<file path="src/rtl/exe_div_unit_pkg.sv">
// ----------------------------------------------------------------------------
// exe_div_unit_pkg
//   Shared definitions for the EXE-stage iterative divider:
//   - div_state_e : FSM state encodings (DIV_IDLE / DIV_CALC / DIV_DONE, 2 bits)
//   - DIV_WIDTH_DEF : default operand width
//   - div_cnt_w() : iteration counter width for a given operand width
// ----------------------------------------------------------------------------
package exe_div_unit_pkg;

   typedef enum logic [1:0] {
      DIV_IDLE = 2'd0,
      DIV_CALC = 2'd1,
      DIV_DONE = 2'd2
   } div_state_e;

   localparam int DIV_WIDTH_DEF = 32;

   // Counter must hold WIDTH-1; never narrower than one bit.
   function automatic int div_cnt_w(input int width);
      return (width > 2) ? $clog2(width) : 1;
   endfunction

endpackage

</file>
<file path="src/rtl/exe_div_unit_div_step.sv">
// ----------------------------------------------------------------------------
// exe_div_unit_div_step
//   One combinational iteration of a radix-2 restoring divider.
//   Ports:
//     rem_in   in  WIDTH  partial remainder from the previous iteration
//     dvd_bit  in  1      next dividend bit (MSB first)
//     divisor  in  WIDTH  divisor magnitude
//     rem_out  out WIDTH  partial remainder after this iteration
//     q_bit    out 1      quotient bit produced by this iteration
// ----------------------------------------------------------------------------
module exe_div_unit_div_step #(
   parameter int WIDTH = 32
) (
   input  logic [WIDTH-1:0] rem_in,
   input  logic             dvd_bit,
   input  logic [WIDTH-1:0] divisor,
   output logic [WIDTH-1:0] rem_out,
   output logic             q_bit
);

   logic [WIDTH:0] partial;

   always_comb begin
      partial = {rem_in, dvd_bit};
      q_bit   = (partial >= {1'b0, divisor});
      // When the subtraction succeeds the true difference is below the
      // divisor, so modular WIDTH-bit arithmetic on the low bits is exact.
      rem_out = q_bit ? (partial[WIDTH-1:0] - divisor) : partial[WIDTH-1:0];
   end

endmodule

</file>
<file path="src/rtl/exe_div_unit.sv">
// ----------------------------------------------------------------------------
// exe_div_unit
//   Iterative radix-2 restoring divider for div.w / mod.w / div.wu / mod.wu.
//   One divide in flight; WIDTH iterations per divide, one quotient bit per
//   cycle, followed by sign correction into registered outputs.
//
//   Optional feature macro: DIV_EARLY_OUT_EN
//     When defined, a divide whose dividend magnitude is below the divisor
//     magnitude skips iteration and completes the cycle after accept with
//     q=0, r=dividend.
//
//   Ports:
//     clk         in   1      core clock
//     resetn      in   1      asynchronous active-low reset
//     div_valid   in   1      divide request
//     div_ready   out  1      unit idle, can accept
//     div_signed  in   1      1 = signed, 0 = unsigned
//     div_src1    in   WIDTH  dividend
//     div_src2    in   WIDTH  divisor
//     div_flush   in   1      cancel any operation, return to idle
//     res_valid   out  1      result valid, held until res_ready
//     res_ready   in   1      result consumed this cycle
//     quotient    out  WIDTH  quotient
//     remainder   out  WIDTH  remainder (sign of dividend when signed)
// ----------------------------------------------------------------------------
module exe_div_unit
   import exe_div_unit_pkg::*;
#(
   parameter int WIDTH = DIV_WIDTH_DEF
) (
   input  logic             clk,
   input  logic             resetn,
   input  logic             div_valid,
   output logic             div_ready,
   input  logic             div_signed,
   input  logic [WIDTH-1:0] div_src1,
   input  logic [WIDTH-1:0] div_src2,
   input  logic             div_flush,
   output logic             res_valid,
   input  logic             res_ready,
   output logic [WIDTH-1:0] quotient,
   output logic [WIDTH-1:0] remainder
);

   localparam int CNT_W = div_cnt_w(WIDTH);

   // Magnitude of an operand, taken only for signed operations.
   function automatic logic [WIDTH-1:0] abs_val(input logic [WIDTH-1:0] v,
                                                input logic             is_signed);
      return (is_signed && v[WIDTH-1]) ? (~v + 1'b1) : v;
   endfunction

   // Two's-complement negate on request; wraps for the most negative value.
   function automatic logic [WIDTH-1:0] neg_if(input logic [WIDTH-1:0] v,
                                               input logic             neg);
      return neg ? (~v + 1'b1) : v;
   endfunction

   div_state_e       state_q,     state_d;
   logic [CNT_W-1:0] cnt_q,       cnt_d;
   logic             q_sign_q,    q_sign_d;
   logic             r_sign_q,    r_sign_d;
   logic [WIDTH-1:0] quotient_q,  quotient_d;
   logic [WIDTH-1:0] remainder_q, remainder_d;
   logic [WIDTH-1:0] rem_q,       rem_d;
   logic [WIDTH-1:0] dvd_q,       dvd_d;
   logic [WIDTH-1:0] dvs_q,       dvs_d;

   logic [WIDTH-1:0] src1_abs;
   logic [WIDTH-1:0] src2_abs;
   logic             src1_neg;
   logic             src2_neg;
   logic [WIDTH-1:0] step_rem;
   logic             step_q_bit;
   logic [WIDTH-1:0] quo_next;

   assign src1_neg = div_signed & div_src1[WIDTH-1];
   assign src2_neg = div_signed & div_src2[WIDTH-1];
   assign src1_abs = abs_val(div_src1, div_signed);
   assign src2_abs = abs_val(div_src2, div_signed);

   // Dividend register doubles as the quotient shift register: dividend bits
   // leave at the top while quotient bits enter at the bottom.
   exe_div_unit_div_step #(
      .WIDTH (WIDTH)
   ) u_step (
      .rem_in  (rem_q),
      .dvd_bit (dvd_q[WIDTH-1]),
      .divisor (dvs_q),
      .rem_out (step_rem),
      .q_bit   (step_q_bit)
   );

   always_comb begin
      state_d     = state_q;
      cnt_d       = cnt_q;
      q_sign_d    = q_sign_q;
      r_sign_d    = r_sign_q;
      quotient_d  = quotient_q;
      remainder_d = remainder_q;
      rem_d       = rem_q;
      dvd_d       = dvd_q;
      dvs_d       = dvs_q;
      quo_next    = {dvd_q[WIDTH-2:0], step_q_bit};

      case (state_q)
         DIV_IDLE: begin
            if (div_valid && !div_flush) begin
               rem_d    = '0;
               dvd_d    = src1_abs;
               dvs_d    = src2_abs;
               q_sign_d = src1_neg ^ src2_neg;
               r_sign_d = src1_neg;
               cnt_d    = CNT_W'(WIDTH - 1);
               state_d  = DIV_CALC;
`ifdef DIV_EARLY_OUT_EN
               // |src1| < |src2| already implies a non-zero divisor.
               if (src1_abs < src2_abs) begin
                  cnt_d       = '0;
                  quotient_d  = '0;
                  remainder_d = div_src1;
                  state_d     = DIV_DONE;
               end
`endif
            end
         end
         DIV_CALC: begin
            rem_d = step_rem;
            dvd_d = quo_next;
            if (cnt_q == '0) begin
               quotient_d  = neg_if(quo_next, q_sign_q);
               remainder_d = neg_if(step_rem, r_sign_q);
               state_d     = DIV_DONE;
            end else begin
               cnt_d = cnt_q - 1'b1;
            end
         end
         DIV_DONE: begin
            if (res_ready) begin
               state_d = DIV_IDLE;
            end
         end
         default: begin
            state_d = DIV_IDLE;
         end
      endcase

      // Flush overrides accept and result hand-off alike.
      if (div_flush) begin
         state_d = DIV_IDLE;
         cnt_d   = '0;
      end
   end

   always_ff @(posedge clk or negedge resetn) begin
      if (!resetn) begin
         state_q     <= DIV_IDLE;
         cnt_q       <= '0;
         q_sign_q    <= 1'b0;
         r_sign_q    <= 1'b0;
         quotient_q  <= '0;
         remainder_q <= '0;
      end else begin
         state_q     <= state_d;
         cnt_q       <= cnt_d;
         q_sign_q    <= q_sign_d;
         r_sign_q    <= r_sign_d;
         quotient_q  <= quotient_d;
         remainder_q <= remainder_d;
      end
   end

   // Working datapath registers are always loaded at accept before use.
   always_ff @(posedge clk) begin
      rem_q <= rem_d;
      dvd_q <= dvd_d;
      dvs_q <= dvs_d;
   end

   assign div_ready = (state_q == DIV_IDLE);
   assign res_valid = (state_q == DIV_DONE);
   assign quotient  = quotient_q;
   assign remainder = remainder_q;

endmodule

</file>
<file path="config.mk">
export PLATFORM = sky130hd
export DESIGN_NAME = exe_div_unit
export DESIGN_NICKNAME = d
export VERILOG_FILES = /design/src/rtl/exe_div_unit_pkg.sv /design/src/rtl/exe_div_unit_div_step.sv /design/src/rtl/exe_div_unit.sv
export SDC_FILE = /design/constraint.sdc
export NUM_CORES = 1
export LEC_CHECK = 0
export ABC_AREA = 1
export ABC_CLOCK_PERIOD_IN_PS = 6250
export BUFFER_PORTS_ARGS = -buffer_cell sky130_fd_sc_hd__buf_2
export CAP_MARGIN = 20
export CORE_MARGIN = 2
export CORE_UTILIZATION = 54
export CTS_CLUSTER_DIAMETER = 40
export DETAILED_ROUTE_END_ITERATION = 8
export GPL_ROUTABILITY_DRIVEN = 1
export PLACE_DENSITY = 0.77
export SLEW_MARGIN = 20
export SYNTH_ARGS = -nofsm -noshare
export SYNTH_HDL_FRONTEND = slang
export SYNTH_SLANG_ARGS = --single-unit
</file>
<file path="constraint.sdc">
create_clock -name clk -period 6.25 [get_ports clk]
set_input_delay 1.25 -clock clk [delete_from_list [all_inputs] [get_ports clk]]
set_output_delay 1.25 -clock clk [all_outputs]
set_load 0.01 [all_outputs]
</file>
==> results.ini <==
[clock_network]
clock-sinks = 169
clk_pin_slew_ps = 70
htree_levels = 4
cts_buffer_depth = 2
root_buffer = clkbuf_16
post_cts_buffers = 0
cts_buffers = 17
ctsHoldBuffers = 0
cts-resized-gates = 0
clk_latency_ps = 440
cts_tree = built

[sta]
worst_slew_pin_slew_ps = 954
slew_headroom = 0.363
max_freq_mhz = 225
rsz0062_at_grt = false
setup_tns_ps = 0
setup_viol = 0
finClkSkew_ps = 13.6
finalCritPeriodShare = 0.711
hold_viol_final = 0
drv_slew = 0
period_minus_slack_ps = 4440

[critical_path]
critPathArrivalTime_ps = 4730
required_ps = 6540
rr_endpoint = quotient[30]
rrSetupSlack_ps = 1810
cp-end-kind = register
criticalPathCategory = register to register
cp_max_fo = 57
timing.rr.start = rem_q[18]
rr_worst_depth = 23
critPathLaunchType = register

[final_layout]
final_core_util = 0.621
fillCellCount = 2045
final_common_cell = nand2_1
final_cell_area_um2 = 13700
mostFrequentLayoutCells = nand2_1, inv_1, nor2_1, buf_2, nand3_1
drive_gt1_frac = 0.132
area_growth_syn_to_layout_pct = 12.2
nNetsFinal = 1901

[logic_synthesis]
synth-async-reset-ratio = 0.432
synth.net_count = 1782
synth_top_area_cell = edfxtp_1
synth_area_um2 = 12200
yosys_warnings = 0
postSynthAreaPerCell_um2 = 7.29
ys_ff_latch = 169
synthFlopType = edfxtp_1
synth_top_area_frac = 0.236
synth_edf_count = 96
yosysSeqAreaShare = 0.386
synth_cell_types = 49
syn_inst = 1673
synth_top_cells_by_area = edfxtp_1, dfrtp_1, nand2_1

[routing]
drt_iter0_markers = 1175
wl_per_cell_um = 17.3
vias = 11600
drtAntennaViolNets = 0
totalWireLength_um = 36200
viasPerCell = 5.57
drt_first_pass_iters = 6
drc = 0

[floorplanning]
core_um2 = 22000
die_area_um2 = 23800
die_w_um = 154
initial_core_util = 0.554
rows = 54
dieHeight_um = 154
io_pins = 136

[grt]
first_global_vias = 11000
grt_pass1_wl_um = 57700
antenna_found_initial = 2
grt_start_max_net_pins = 90
grtUsageTotal = 0.309
grt_overflow = 0

[pwr]
p_seq_frac = 0.326
p_int_mw = 3.03
switching_share = 0.456
leakagePower_nw = 6.69
power_density_nw_per_um2 = 408
combPwrFrac = 0.487
netSwitchingPower_mw = 2.54
p_clk_frac = 0.187
peakVddDrop_v = 0.000242

[placed_design]
place_area_um2 = 13100
dp_hpwl_um = 28200
place.gp.congestion = 1.03
io_buffers = 135

[min_path]
hold_depth = 2
min_from = remainder[30]
hold-path-endpoint = remainder[30]
hold_path.class = register to register

[status]
status = completed

[flow_run]
cap_violations = 0

[logic make-up after synthesis]
kind of cell | count (synthesis) | synth area share
AO/OA/AOI/OAI | 209 | 0.0941
XOR/XNOR | 113 | 0.0811
adder cells (fa/ha/maj) | 39 | 0.0406
buffers and inverters | 244 | 0.0795
flip-flops | 169 | 0.386
AND/OR/NAND/NOR | 899 | 0.319
[routing by layer]
layer	vias up	global-route usage	wire length, um
li1	5670	-	-
met1	5359	0.418	15200
met2	516	0.504	16700
met3	66	0.0605	3210
met4	2	0.102	978
met5	-	0	3
[critical path, cell delays in order (launching register included)]
cell and delay [ps]:
edfxtp_1 460, ha_1 390, nand2_1 150, inv_1 50
nand2_1 60, nand2_1 60, nand2_1 60, nand2_1 60
nand2_1 90, nand3_2 90, nor2_4 110, buf_4 300
nand2_4 420, inv_1 390, ha_1 230, nand2_1 90
nor2_1 220, nand3_1 180, inv_1 120, a31oi_1 130
a21oi_1 220, o21ai_0 140, xnor2_1 160, o21ai_0 80
[synthesized netlist by cell type, types with 10 or more instances]
cell type,number
nand2_1,482
inv_1,192
nor2_1,173
nand3_1,115
o21ai_0,112
edfxtp_1,96
xor2_1,83
dfrtp_1,73
a21oi_1,48
ha_1,38
clkbuf_1,32
xnor2_1,30
nor3_1,24
nand2_2,19
nand3b_1,18
nand4_1,18
nor4_1,13
or2_2,12
o21ai_1,11
nor2_2,10
[power by group through the flow]
stage / sequential [mW] / combinational [mW] / clock [mW]
final: 1.82 / 2.72 / 1.04
after global routing: 1.86 / 3.04 / 1.10
after CTS: 1.81 / 2.69 / 1.05
after detailed placement: 1.83 / 2.67 / 0
after global placement: 1.82 / 2.63 / 0
after floorplan: 1.85 / 1.80 / 0
[how the worst max path moves through the flow]
stage                   start  depth (start not counted)  slack, ps           end
global placement    rem_q[20]                         18       1960  quotient[30]
CTS                 rem_q[18]                         23       1870  quotient[30]
finish              rem_q[18]                         23       1810  quotient[30]
detailed placement  rem_q[18]                         23       1880  quotient[30]
floorplan           div_flush                          4       1350      dvd_q[0]
global route        rem_q[18]                         24       1470  quotient[28]
[cell type report]
type,count,area [um2],area share
inverters,200,751,0.0549
repair buffers,144,766,0.0560
multi-input cells,1260,6540,0.478
clock inverters,12,116,0.00850
flip-flops and latches,169,4710,0.344
well taps,280,350,0.0256
diodes,1,2.50,0.000183
clock buffers,20,447,0.0326
[metrics by stage]
step                std cells  total power, mW  setup WS (ps)  hold slack (ps)
floorplan                1673             3.66           1350              503
finish                   2086             5.58           1810              478
detailed placement       2052             4.50           1880              460
global route             2085             5.99           1470              496
global placement         2052             4.45           1960              459
CTS                      2084             5.55           1870              479
[sequential cells by signal, summed over array words and instances, names as in the netlist]
register / count
r_sign_q: 1
quotient: 32
dvd_q: 32
dvs_q: 32
cnt_q: 5
q_sign_q: 1
remainder: 32
rem_q: 32
state_q: 2
Note: power is estimated with default switching activity, not from simulation.
